$ cat src/rtl/dds_spi_pkg.sv
// rtl/dds_spi_pkg.sv - shared widths, register map and FSM state type for the DDS SPI link
package dds_spi_pkg;

    localparam int SPI_WORD_W = 32;
    localparam int SPI_ADDR_W = 4;
    localparam int SPI_DATA_W = 28;

    localparam logic [SPI_ADDR_W-1:0] ADDR_MODE   = 4'd0;
    localparam logic [SPI_ADDR_W-1:0] ADDR_FREQ0  = 4'd1;
    localparam logic [SPI_ADDR_W-1:0] ADDR_FREQ1  = 4'd2;
    localparam logic [SPI_ADDR_W-1:0] ADDR_PHASE0 = 4'd3;
    localparam logic [SPI_ADDR_W-1:0] ADDR_PHASE1 = 4'd4;
    localparam logic [SPI_ADDR_W-1:0] ADDR_GAIN   = 4'd5;
    localparam logic [SPI_ADDR_W-1:0] ADDR_OFFSET = 4'd6;

    localparam int FREQ_W   = 28;
    localparam int PHASE_W  = 12;
    localparam int MODE_W   = 2;
    localparam int GAIN_W   = 8;
    localparam int OFFSET_W = 8;

    typedef enum logic [2:0] {
        ST_IDLE,
        ST_SETUP,
        ST_SCK_HIGH,
        ST_SCK_LOW,
        ST_GAP
    } spi_state_t;

    function automatic logic [SPI_WORD_W-1:0] spi_pack_word(
        input logic [SPI_ADDR_W-1:0] addr,
        input logic [SPI_DATA_W-1:0] data
    );
        return {addr, data};
    endfunction

endpackage

$ cat src/rtl/spi_master_writer_if.sv
// rtl/spi_master_writer_if.sv - command handshake and SPI pin bundle for spi_master_writer
interface spi_master_writer_if;
    import dds_spi_pkg::*;

    logic                  cmd_valid;
    logic                  cmd_ready;
    logic [SPI_ADDR_W-1:0] cmd_addr;
    logic [SPI_DATA_W-1:0] cmd_data;
    logic                  spi_clock;
    logic                  spi_cs_n;
    logic                  spi_mosi;
    logic                  busy;
    logic                  done;

    modport master (
        output cmd_valid, cmd_addr, cmd_data,
        input  cmd_ready, spi_clock, spi_cs_n, spi_mosi, busy, done
    );

    modport slave (
        input  cmd_valid, cmd_addr, cmd_data,
        output cmd_ready, spi_clock, spi_cs_n, spi_mosi, busy, done
    );

endinterface

$ cat src/rtl/spi_half_period_timer.sv
// rtl/spi_half_period_timer.sv - loadable down-counter; tick on the last cycle of each phase
module spi_half_period_timer #(
    parameter int CNT_W = 8
) (
    input  logic             clk,
    input  logic             rst_n,
    input  logic             i_restart,
    input  logic [CNT_W-1:0] i_load,
    output logic             o_tick
);

    logic [CNT_W-1:0] r_cnt;

    // Loading N-1 on entry makes the phase last exactly N cycles.
    always_ff @(posedge clk or negedge rst_n) begin
        if (!rst_n) begin
            r_cnt <= '0;
        end else if (i_restart) begin
            r_cnt <= i_load;
        end else if (r_cnt != '0) begin
            r_cnt <= r_cnt - 1'b1;
        end
    end

    assign o_tick = (r_cnt == '0);

endmodule

$ cat src/rtl/spi_master_writer.sv
// rtl/spi_master_writer.sv - SPI mode-0 write-only master, 32-bit {addr,data} words MSB first
module spi_master_writer
    import dds_spi_pkg::*;
#(
    parameter int CLK_DIV = 4,
    parameter int CS_GAP  = 4
) (
    input  logic                clk,
    input  logic                rst_n,
    spi_master_writer_if.slave  bus
);

    localparam logic [7:0] DIV_LOAD = 8'(CLK_DIV - 1);
    localparam logic [7:0] GAP_LOAD = 8'(CS_GAP - 1);

    spi_state_t            r_state;
    spi_state_t            w_state_nxt;
    logic [SPI_WORD_W-1:0] r_shift;
    logic [4:0]            r_bit_cnt;

    logic r_sclk, r_cs_n, r_mosi, r_ready, r_busy, r_done;
    logic w_sclk_nxt, w_cs_n_nxt, w_mosi_nxt, w_ready_nxt, w_busy_nxt, w_done_nxt;

    logic       w_tick;
    logic       w_restart;
    logic [7:0] w_load;
    logic       w_accept;
    logic       w_last_bit;
    logic       w_shift_adv;

    assign w_accept    = (r_state == ST_IDLE) && bus.cmd_valid && r_ready;
    assign w_last_bit  = (r_bit_cnt == 5'd0);
    assign w_shift_adv = (r_state == ST_SCK_HIGH) && (w_state_nxt == ST_SCK_LOW) && !w_last_bit;
    assign w_restart   = (w_state_nxt != r_state);
    assign w_load      = (w_state_nxt == ST_GAP) ? GAP_LOAD : DIV_LOAD;

    spi_half_period_timer #(.CNT_W(8)) u_timer (
        .clk       (clk),
        .rst_n     (rst_n),
        .i_restart (w_restart),
        .i_load    (w_load),
        .o_tick    (w_tick)
    );

    always_ff @(posedge clk or negedge rst_n) begin
        if (!rst_n) begin
            r_state <= ST_IDLE;
        end else begin
            r_state <= w_state_nxt;
        end
    end

    always_comb begin
        w_state_nxt = r_state;
        case (r_state)
            ST_IDLE:     if (w_accept) w_state_nxt = ST_SETUP;
            ST_SETUP:    if (w_tick)   w_state_nxt = ST_SCK_HIGH;
            ST_SCK_HIGH: if (w_tick)   w_state_nxt = ST_SCK_LOW;
            ST_SCK_LOW:  if (w_tick)   w_state_nxt = w_last_bit ? ST_GAP : ST_SCK_HIGH;
            ST_GAP:      if (w_tick)   w_state_nxt = ST_IDLE;
            default:                   w_state_nxt = ST_IDLE;
        endcase
    end

    // Pin values are decoded from the next state so every output is a flop.
    always_comb begin
        w_sclk_nxt  = (w_state_nxt == ST_SCK_HIGH);
        w_cs_n_nxt  = !((w_state_nxt == ST_SETUP) || (w_state_nxt == ST_SCK_HIGH) ||
                        (w_state_nxt == ST_SCK_LOW));
        w_busy_nxt  = (w_state_nxt != ST_IDLE);
        w_ready_nxt = (w_state_nxt == ST_IDLE);
        w_done_nxt  = (r_state == ST_SCK_LOW) && (w_state_nxt == ST_GAP);
        w_mosi_nxt  = r_mosi;
        if (w_accept) begin
            w_mosi_nxt = bus.cmd_addr[SPI_ADDR_W-1];
        end else if (w_shift_adv) begin
            w_mosi_nxt = r_shift[SPI_WORD_W-2];
        end else if (w_state_nxt == ST_IDLE) begin
            w_mosi_nxt = 1'b0;
        end
    end

    always_ff @(posedge clk or negedge rst_n) begin
        if (!rst_n) begin
            r_sclk    <= 1'b0;
            r_cs_n    <= 1'b1;
            r_mosi    <= 1'b0;
            r_ready   <= 1'b1;
            r_busy    <= 1'b0;
            r_done    <= 1'b0;
            r_shift   <= '0;
            r_bit_cnt <= 5'd0;
        end else begin
            r_sclk  <= w_sclk_nxt;
            r_cs_n  <= w_cs_n_nxt;
            r_mosi  <= w_mosi_nxt;
            r_ready <= w_ready_nxt;
            r_busy  <= w_busy_nxt;
            r_done  <= w_done_nxt;
            if (w_accept) begin
                r_shift   <= spi_pack_word(bus.cmd_addr, bus.cmd_data);
                r_bit_cnt <= 5'd31;
            end else if (w_shift_adv) begin
                r_shift <= {r_shift[SPI_WORD_W-2:0], 1'b0};
            end
            if ((r_state == ST_SCK_LOW) && w_tick && !w_last_bit) begin
                r_bit_cnt <= r_bit_cnt - 5'd1;
            end
        end
    end

    assign bus.spi_clock = r_sclk;
    assign bus.spi_cs_n  = r_cs_n;
    assign bus.spi_mosi  = r_mosi;
    assign bus.cmd_ready = r_ready;
    assign bus.busy      = r_busy;
    assign bus.done      = r_done;

endmodule
$ cat src/flat_wrapper.sv
// flat-port wrapper written by rule: the top's interface ports become plain ports
module spi_master_writer_flat import dds_spi_pkg::*;
#(
    parameter int CLK_DIV = 4,
    parameter int CS_GAP  = 4
)
  (clk, rst_n, bus_cmd_valid, bus_cmd_addr, bus_cmd_data, bus_cmd_ready, bus_spi_clock, bus_spi_cs_n, bus_spi_mosi, bus_busy, bus_done);
  spi_master_writer_if bus_i ();
  input  logic clk;
  input  logic rst_n;
  input wire logic [$bits(bus_i.cmd_valid)-1:0] bus_cmd_valid;
  input wire logic [$bits(bus_i.cmd_addr)-1:0] bus_cmd_addr;
  input wire logic [$bits(bus_i.cmd_data)-1:0] bus_cmd_data;
  output wire logic [$bits(bus_i.cmd_ready)-1:0] bus_cmd_ready;
  output wire logic [$bits(bus_i.spi_clock)-1:0] bus_spi_clock;
  output wire logic [$bits(bus_i.spi_cs_n)-1:0] bus_spi_cs_n;
  output wire logic [$bits(bus_i.spi_mosi)-1:0] bus_spi_mosi;
  output wire logic [$bits(bus_i.busy)-1:0] bus_busy;
  output wire logic [$bits(bus_i.done)-1:0] bus_done;
  assign bus_i.cmd_valid = bus_cmd_valid;
  assign bus_i.cmd_addr = bus_cmd_addr;
  assign bus_i.cmd_data = bus_cmd_data;
  assign bus_cmd_ready = bus_i.cmd_ready;
  assign bus_spi_clock = bus_i.spi_clock;
  assign bus_spi_cs_n = bus_i.spi_cs_n;
  assign bus_spi_mosi = bus_i.spi_mosi;
  assign bus_busy = bus_i.busy;
  assign bus_done = bus_i.done;
  spi_master_writer #(.CLK_DIV(CLK_DIV), .CS_GAP(CS_GAP)) u_core (.clk(clk), .rst_n(rst_n), .bus(bus_i));
endmodule
$ cat config.mk
export PLATFORM = sky130hd
export DESIGN_NAME = spi_master_writer_flat
export DESIGN_NICKNAME = d
export VERILOG_FILES = /design/src/rtl/dds_spi_pkg.sv /design/src/rtl/spi_master_writer_if.sv /design/src/rtl/spi_half_period_timer.sv /design/src/rtl/spi_master_writer.sv /design/src/flat_wrapper.sv
export SDC_FILE = /design/constraint.sdc
export NUM_CORES = 1
export LEC_CHECK = 0
export BUFFER_PORTS_ARGS = -buffer_cell sky130_fd_sc_hd__buf_2
export CAP_MARGIN = 25
export CORE_UTILIZATION = 56
export CTS_CLUSTER_DIAMETER = 120
export DETAILED_ROUTE_END_ITERATION = 8
export PLACE_DENSITY = 0.79
export SYNTH_ARGS = -nofsm -noshare
export SYNTH_HDL_FRONTEND = slang
export SYNTH_SLANG_ARGS = --single-unit
$ cat constraint.sdc
create_clock -name clk -period 2.7 [get_ports clk]
set_clock_uncertainty 0.1 [all_clocks]
set_input_delay 0.135 -clock clk [delete_from_list [all_inputs] [get_ports clk]]
set_output_delay 0.135 -clock clk [all_outputs]
set_load 0.02 [all_outputs]
==> flow_summary_export.csv, run 1 <==
group,metric,value,unit
setup_path,r2r_slack,0.25,ns
timing,min_period,2.45,ns
hold_path,hp-start,"bus_cmd_addr[3]",
floorplanning,die_h,69.9,um
clock_network,post_cts_resized,0,
floorplanning,io_pins,41,
clock_network,post_cts_buffers,0,
yosys,synthesis.area,2580,sq um
yosys,synth_area_per_cell,11.5,sq um
yosys,ys_seq_area_share,51.4,%
yosys,synth_nets,263,
drt,wl_per_cell,15.4,um
global_route,grt_pass1_vias,1932,
floorplanning,start_util,58.9,%
drt,num_vias,2011,
setup_path,cp-start-kind,"register",
clock_network,cts_hold_buf,32,
cells_and_area,n_antenna_cell,0,
yosys,synthTopCellsByCount,"dfrtp_1 (51), nor3b_1 (27), a221o_1 (26)",
floorplanning,die_w,69.9,um
power_and_ir_drop,fin_total_pwr,3.04,mW
setup_path,cp_data_arrival_time,2.54,ns
placement,dp_hpwl,3080,um
yosys,yosysWarningCount,0,
cells_and_area,nFillCells,304,
cells_and_area,final_util,73.9,%
cells_and_area,syn_to_final_growth,25.4,%
timing,hold_violations,0,
clock_network,tritoncts,"done",
global_route,groute.usage.overall,23.7,%
timing,final.setup.worst_slack,0.254,ns
floorplanning,placementRows,24,
flow_run,cap_violations,0,
global_route,grt_pass1_wl,9050,um
placement,placed_area,2800,sq um
yosys,ys_top_cells_by_area,"dfrtp_1 (49%), a221o_1 (10%), nor3b_1 (7.8%), buf_6 (3.1%), dfstp_2 (2.0%)",
setup_path,crit_path_max_fanout,59,
clock_network,root_buffer,"clkbuf_8",
drt,drc,0,
timing,finalCritPeriodShare,90.6,%
yosys,synth-edff-count,0,
clock_network,clk_latency,0.31,ns
yosys,postSynth.asyncResetShare,100,%
setup_path,r2r_end,"u_core.r_shift[21]$_DFFE_PN0P_",
cells_and_area,seq_area,1330,sq um
cells_and_area,drive_above_1_share,22.7,%
cells_and_area,num-nets-final,332,
yosys,synth_cell_types,45,
cells_and_area,fin_area,3240,sq um
placement,gp_congestion,0.834,
power_and_ir_drop,peakVddDrop,0.526,mV
hold_path,hold_end,"u_core.bus.spi_mosi$_DFFE_PN0P_",
setup_path,worstPathRequired,2.79,ns
run_status,status,"finished clean",
timing,fmax,409,MHz
placement,dp.cells,307,
clock_network,cts_buffers,5,
timing,slew_violations,0,
placement,post-place-ws,0.280,ns
drt,final_antenna_net_count,0,
global_route,grt_max_degree,70,
clock_network,htree_num_levels,2,
clock_network,cts.reportedPaths.clkPinSlew,0.10,ns
drt,firstDrtPassIters,4,
placement,io_buffers,40,
hold_path,min_path_cells,3,
drt,wl,5340,um
cells_and_area,multi_input_area,1110,sq um
power_and_ir_drop,pwr_density_cell,939,nW/um^2
clock_network,cts_max_path_buffers,2,
yosys,ys.flop_type,"dfrtp_1",
setup_path,reg2regPathDepth,7,
timing,relSlewSlack,56.6,%
yosys,synth-seq-cells,53,
setup_path,crit_type,"register to register",
power_and_ir_drop,p_leak,1.41,nW
timing,setup_viol,0,
timing,worst_slew_pin_slew,0.651,ns
global_route,overflow,0,
setup_path,endpoint_kind,"register",
drt,viasPerCell,5.80,
timing,hold_ws,0.0235,ns
timing,grt_setup_unrepaired,"false",
timing,finalSetupTns,0,ns
yosys,synth_most_common_cell,"dfrtp_1",
yosys,netlist_instances,225,
drt,drt_iter0_drc,133,
hold_path,hp-class,"primary input to register",
cells_and_area,instances_no_fill,347,
floorplanning,core_area,4380,sq um
floorplanning,dieArea,4890,sq um
setup_path,rr_startpoint,"u_core.u_timer.r_cnt[0]$_DFFE_PN0P_",
clock_network,cts_sinks,53,
yosys,synth_top_cell_by_area,"dfrtp_1",
global_route,grt_antenna_before_repair,0,
yosys,synth_top_area_share,49.4,%
==> final cells by class <==
type	count	share of cell area (%)
Clock buffer	5	2.12
Multi-Input combinational cell	150	34.4
Sequential cell	53	41.0
Tap cell	52	2.01
Timing Repair Buffer	79	18.5
Inverter	5	0.579
Clock inverter	3	1.43
==> cells in the final DEF, fill, tap and decap left out, types with 5 or more instances in the layout <==
cell type / netlist / routed
a21oi_1: 10 / 10
o21ai_0: 5 / 5
nor3_1: 10 / 10
buf_4: 2 / 5
mux2i_1: 5 / 5
nor2_1: 8 / 8
buf_2: 1 / 40
nor3b_1: 27 / 27
dfrtp_1: 51 / 51
o21ai_1: 5 / 5
dlygate4sd3_1: 0 / 32
nand2_1: 9 / 9
inv_1: 5 / 5
clkbuf_8: 0 / 5
a221o_1: 26 / 26
==> state kept, by name (all words and copies together), names as in the netlist <==
register / flops
u_core.bus.spi_mosi: 1
u_core.u_timer.r_cnt: 8
u_core.bus.done: 1
u_core.bus.cmd_ready: 1
u_core.r_shift: 31
u_core.bus.busy: 1
u_core.r_state: 3
u_core.bus.spi_cs_n: 1
u_core.bus.spi_clock: 1
u_core.r_bit_cnt: 5
==> metal layers <==
metal	global-route usage, %	part of all wire, %
met5	0	0
met1	32.4	46
met4	5.33	0.88
met3	4.47	2.8
met2	39.3	50
==> cells by family after synthesis <==
kind of cell    count (synthesis)  share of synthesized area (%)
xor+xnor                        2                          0.678
compound gates                 58                           17.5
flops                          53                           51.4
mux                             5                           1.94
fa+ha+maj                       3                           1.45
simple gates                   82                           21.3
buf+inv                        22                           5.71
==> critical path: stages, from the launching register on <==
cell	delay, ns
dfrtp_1	0.39
inv_1	0.09
ha_1	0.21
or4b_1	0.52
nor4_4	0.34
buf_12	0.28
nor3b_1	0.10
a221o_1	0.28
==> power by group <==
group	switching, mW	internal, mW	leakage, nW	total [mW]
clock	0.262	0.278	0.0543	0.539
combinational	0.515	0.571	0.712	1.09
sequential	0.263	1.15	0.649	1.42
total	1.04	2.00	1.41	3.04
==> worst max path at each step <==
stage,start,endpoint,slack (ns),cells past startpoint
2_1_floorplan,u_core.u_timer.r_cnt[0]$_DFFE_PN0P_,u_core.r_shift[25]$_DFFE_PN0P_,0.36,8
5_1_grt,u_core.u_timer.r_cnt[0]$_DFFE_PN0P_,u_core.r_bit_cnt[1]$_DFFE_PN0P_,0.08,6
3_5_place_dp,u_core.u_timer.r_cnt[0]$_DFFE_PN0P_,u_core.r_shift[13]$_DFFE_PN0P_,0.28,7
4_1_cts,u_core.u_timer.r_cnt[0]$_DFFE_PN0P_,u_core.r_shift[13]$_DFFE_PN0P_,0.27,7
6_report,u_core.u_timer.r_cnt[0]$_DFFE_PN0P_,u_core.r_shift[21]$_DFFE_PN0P_,0.25,7
3_3_place_gp,u_core.u_timer.r_cnt[0]$_DFFE_PN0P_,u_core.r_shift[16]$_DFFE_PN0P_,0.34,7
Note: power is estimated with default switching activity, not from simulation.
==> inputs of run 2 (changes only) <==
Settings changed: HOLD_SLACK_MARGIN from default to 0.06.
==> flow_summary_export.csv, run 2 (same netlist as run 1, synthesis figures left out) <==
group,metric,value,unit
run_status,status,"finished clean",
global_route,overflow,0,
clock_network,post_cts_resized,0,
cells_and_area,top_register,"u_core.r_shift",
power_and_ir_drop,pwr_density_cell,938,nW/um^2
clock_network,cts_buffers,5,
cells_and_area,n_antenna_cell,0,
hold_path,min_path_cells,4,
setup_path,cp_data_arrival_time,2.54,ns
drt,firstDrtPassIters,4,
setup_path,rr_startpoint,"u_core.u_timer.r_cnt[0]$_DFFE_PN0P_",
floorplanning,io_pins,41,
placement,gp_congestion,0.834,
power_and_ir_drop,p_leak,1.42,nW
clock_network,tritoncts,"done",
cells_and_area,drive_above_1_share,22.6,%
global_route,grt_max_degree,70,
drt,wl_per_cell,15.6,um
clock_network,htree_num_levels,2,
placement,post-place-ws,0.280,ns
global_route,groute.usage.overall,23.9,%
setup_path,crit_path_max_fanout,59,
cells_and_area,instances_no_fill,348,
placement,io_buffers,40,
setup_path,reg2regPathDepth,7,
drt,drt_iter0_drc,118,
clock_network,root_buffer,"clkbuf_8",
timing,setup_viol,0,
hold_path,hp-start,"bus_cmd_valid",
timing,slew_violations,0,
setup_path,endpoint_kind,"register",
global_route,grt_antenna_before_repair,0,
setup_path,worstPathRequired,2.79,ns
placement,dp.cells,307,
hold_path,hp-class,"primary input to register",
floorplanning,core_area,4380,sq um
cells_and_area,layout_common_cells,"dfrtp_1 (51), buf_2 (40), dlygate4sd3_1 (33)",
setup_path,crit_type,"register to register",
timing,worst_slew_pin_slew,0.655,ns
clock_network,cts_max_path_buffers,2,
floorplanning,die_h,69.9,um
timing,finalSetupTns,0,ns
timing,final.setup.worst_slack,0.253,ns
power_and_ir_drop,peakVddDrop,0.515,mV
floorplanning,dieArea,4890,sq um
drt,drc,0,
setup_path,cp-start-kind,"register",
timing,grt_setup_unrepaired,"false",
global_route,grt_pass1_wl,9140,um
timing,finalCritPeriodShare,90.6,%
timing,hold_violations,0,
timing,relSlewSlack,56.3,%
floorplanning,placementRows,24,
timing,min_period,2.45,ns
cells_and_area,largest_reg_flops,31,
floorplanning,die_w,69.9,um
drt,final_antenna_net_count,0,
drt,num_vias,2039,
timing,fmax,409,MHz
clock_network,clk_latency,0.31,ns
cells_and_area,num-nets-final,333,
setup_path,r2r_slack,0.25,ns
placement,dp_hpwl,3080,um
cells_and_area,final_common_cell,"dfrtp_1",
flow_run,cap_violations,0,
setup_path,r2r_end,"u_core.r_shift[21]$_DFFE_PN0P_",
drt,wl,5450,um
clock_network,cts.reportedPaths.clkPinSlew,0.10,ns
clock_network,cts_sinks,53,
floorplanning,start_util,58.9,%
hold_path,hold_end,"u_core.bus.spi_cs_n$_DFF_PN1_",
drt,viasPerCell,5.86,
cells_and_area,reg_top3,"u_core.r_shift x31, u_core.u_timer.r_cnt x8, u_core.r_bit_cnt x5",
power_and_ir_drop,fin_total_pwr,3.05,mW
global_route,grt_pass1_vias,1948,
cells_and_area,syn_to_final_growth,25.8,%
run 2: cell count changes in the layout (fill, tap and decap cells not counted), sizes merged:
cell / previous run / this run
dlygate4sd3: 32 / 33
run 2: metrics by stage:
stage	cell area, sq um	utilization [%]	hold slack (ns)
floorplan	2580	-	-0.261
global placement	2800	64.0	0.195
detailed placement	2800	64.0	0.190
CTS	3250	74.1	0.169
global route	3250	74.1	0.210
finish	3250	74.1	0.170
run 2: critical path, stage by stage (launching register included):
cell and delay (ns):
dfrtp_1 0.39, inv_1 0.09, ha_1 0.21, or4b_1 0.52, nor4_4 0.34, buf_12 0.28, nor3b_1 0.10, a221o_1 0.28
run 2: area by class of cell:
cell class | instances | area [sq um]
clock buffers | 5 | 68.8
clock inverters | 3 | 46.3
fillers | 306 | 1130
inverters | 5 | 18.8
multi-input cells | 150 | 1110
flip-flops and latches | 53 | 1330
well taps | 52 | 65.1
repair buffers | 80 | 608
run 2: how the worst max path moves through the flow:
stage / start / endpoint / slack [ns] / cells after the start
floorplan: u_core.u_timer.r_cnt[0]$_DFFE_PN0P_ / u_core.r_shift[25]$_DFFE_PN0P_ / 0.36 / 8
global placement: u_core.u_timer.r_cnt[0]$_DFFE_PN0P_ / u_core.r_shift[16]$_DFFE_PN0P_ / 0.34 / 7
detailed placement: u_core.u_timer.r_cnt[0]$_DFFE_PN0P_ / u_core.r_shift[13]$_DFFE_PN0P_ / 0.28 / 7
CTS: u_core.u_timer.r_cnt[0]$_DFFE_PN0P_ / u_core.r_shift[13]$_DFFE_PN0P_ / 0.27 / 7
global route: u_core.u_timer.r_cnt[0]$_DFFE_PN0P_ / u_core.r_bit_cnt[1]$_DFFE_PN0P_ / 0.08 / 6
finish: u_core.u_timer.r_cnt[0]$_DFFE_PN0P_ / u_core.r_shift[21]$_DFFE_PN0P_ / 0.25 / 7
run 2: what timing repair did:
| action | CTS | global route |
|---|---|---|
| endpoints found under the hold margin | 83 | 0 |
| hold buffers | 33 | 0 |
| setup buffers | 0 | 0 |
run 2: power by group:
group	leakage [nW]	internal, mW	switching (mW)
Clock	0.0543	0.278	0.262
Sequential	0.649	1.15	0.266
Combinational	0.716	0.572	0.517
run 2: layer usage:
layer / track usage [%] / up-vias / share of wire (%)
met5: 0 / - / 0
met4: 5.33 / 0 / 0.86
met3: 4.76 / 5 / 3.0
li1: - / 1005 / -
met2: 40.2 / 43 / 50
met1: 32.1 / 986 / 46
==> inputs of run 3 (changes only) <==
Settings changed: RECOVER_POWER from default to 50.
==> flow_summary_export.csv, run 3 (same netlist as run 1, synthesis figures left out) <==
group,metric,value,unit
cells_and_area,final_common_cell,"dfrtp_1",
placement,io_buffers,40,
setup_path,cp_slowest_cell,"or4b_1",
cells_and_area,num-nets-final,333,
setup_path,endpoint_kind,"register",
global_route,grt_antenna_before_repair,0,
cells_and_area,n_antenna_cell,0,
global_route,groute.usage.overall,23.9,%
setup_path,cp-start-kind,"register",
cells_and_area,top_register,"u_core.r_shift",
timing,setup_viol,0,
global_route,grt_max_degree,70,
drt,wl,5450,um
drt,firstDrtPassIters,4,
clock_network,root_buffer,"clkbuf_8",
cells_and_area,seq_area,1330,sq um
setup_path,crit_type,"register to register",
setup_path,worstPathRequired,2.79,ns
floorplanning,die_h,69.9,um
floorplanning,dieArea,4890,sq um
floorplanning,core_area,4380,sq um
floorplanning,start_util,58.9,%
cells_and_area,multi_input_area,1110,sq um
timing,relSlewSlack,14.9,%
setup_path,cpPeakStageDelay,0.52,ns
clock_network,clk_latency,0.31,ns
placement,dp_hpwl,3080,um
power_and_ir_drop,p_leak,1.40,nW
floorplanning,die_w,69.9,um
floorplanning,io_pins,41,
cells_and_area,drive_above_1_share,21.3,%
clock_network,htree_num_levels,2,
global_route,overflow,0,
drt,drt_iter0_drc,118,
clock_network,post_cts_resized,0,
drt,drc,0,
timing,worst_slew_pin_slew,1.28,ns
placement,gp_congestion,0.834,
cells_and_area,nFillCells,307,
timing,fmax,409,MHz
setup_path,cp.buffers_inverters,2,
timing,min_period,2.45,ns
global_route,grt_pass1_wl,9140,um
clock_network,cts_max_path_buffers,2,
cells_and_area,largest_reg_flops,31,
drt,num_vias,2045,
setup_path,crit_path_max_fanout,59,
timing,finalCritPeriodShare,90.6,%
flow_run,cap_violations,0,
cells_and_area,layout_common_cells,"dfrtp_1 (51), buf_2 (36), dlygate4sd3_1 (33)",
cells_and_area,syn_to_final_growth,25.5,%
power_and_ir_drop,pwr_density_cell,939,nW/um^2
clock_network,tritoncts,"done",
setup_path,critical_path.top_delay_family,"simple AND/OR/NAND/NOR gates",
drt,final_antenna_net_count,0,
clock_network,cts_buffers,5,
cells_and_area,reg_top3,"u_core.r_shift x31, u_core.u_timer.r_cnt x8, u_core.r_bit_cnt x5",
clock_network,cts.reportedPaths.clkPinSlew,0.10,ns
timing,slew_violations,0,
timing,grt_setup_unrepaired,"false",
power_and_ir_drop,fin_total_pwr,3.04,mW
clock_network,cts_sinks,53,
clock_network,post_cts_buffers,0,
timing,hold_violations,0,
drt,viasPerCell,5.88,
hold_path,hp-class,"primary input to register",
run_status,status,"finished clean",
drt,wl_per_cell,15.7,um
global_route,grt_pass1_vias,1948,
floorplanning,placementRows,24,
cells_and_area,final_util,73.9,%
setup_path,crit_chain,"inv_1 -> ha_1 -> or4b_1 -> nor4_4 -> buf_12 -> nor3b_1 -> a221o_1",
timing,finalSetupTns,0,ns
setup_path,cp_data_arrival_time,2.54,ns
power_and_ir_drop,peakVddDrop,0.516,mV
run 3: changes by cell type in the layout (fill, tap and decap cells not counted):
cell      change
buf_2         -4
clkbuf_2      +1
buf_4         -1
clkbuf_1      +4
run 3: layout make-up:
| type | count | share of cell area, % |
|---|---|---|
| Sequential cell | 53 | 41.0 |
| Inverter | 5 | 0.579 |
| Timing Repair Buffer | 80 | 18.5 |
| Clock buffer | 5 | 2.12 |
| Tap cell | 52 | 2.01 |
| Clock inverter | 3 | 1.43 |
| Multi-Input combinational cell | 150 | 34.3 |
run 3: tightest hold or removal path, stage by stage:
cell and delay [ns]:
buf_2 0.09, nand2_1 0.14, a21oi_1 0.11, nand2_1 0.07
run 3: timing repair:
action	4_1_cts	5_1_grt
setup endpoints to repair	0	0
hold buffers	33	0
endpoints found under the hold margin	83	0
run 3: power breakdown:
part	internal, mW	switching (mW)	total (mW)
Sequential	1.15	0.266	1.42
Combinational	0.567	0.518	1.08
Clock	0.278	0.263	0.541
run 3: path summary, 6_finish.rpt:
kind	startpoint	endpoint	slack [ns]	cells after the start
worst min-delay path	bus_cmd_valid	u_core.bus.spi_cs_n$_DFF_PN1_	0.17	4
max in group asynchronous	rst_n	u_core.r_shift[26]$_DFFE_PN0P_	1.12	3
worst max-delay path	u_core.u_timer.r_cnt[0]$_DFFE_PN0P_	u_core.r_shift[21]$_DFFE_PN0P_	0.25	7
worst min register to register	u_core.r_shift[13]$_DFFE_PN0P_	u_core.r_shift[14]$_DFFE_PN0P_	0.41	1
min in group asynchronous	rst_n	u_core.u_timer.r_cnt[6]$_DFFE_PN0P_	0.61	3
worst max register to register	u_core.u_timer.r_cnt[0]$_DFFE_PN0P_	u_core.r_shift[21]$_DFFE_PN0P_	0.25	7
run 3: metrics by stage:
step	setup slack [ns]	instance area, sq um	hold slack, ns	std cells
floorplan	0.358	2580	-0.261	225
detailed placement	0.280	2800	0.190	307
global placement	0.339	2800	0.195	307
finish	0.253	3240	0.169	348
global route	0.0844	3240	0.210	348
CTS	0.266	3250	0.169	348
run 3: per-layer routing:
layer  vias to the layer above  GRT usage (%)  wire [um]
met2                        44           40.2       2740
met1                       993           32.1       2490
li1                       1003              -          -
met5                         -              0          0
met3                         5           4.76        176
met4                         0           5.33         47
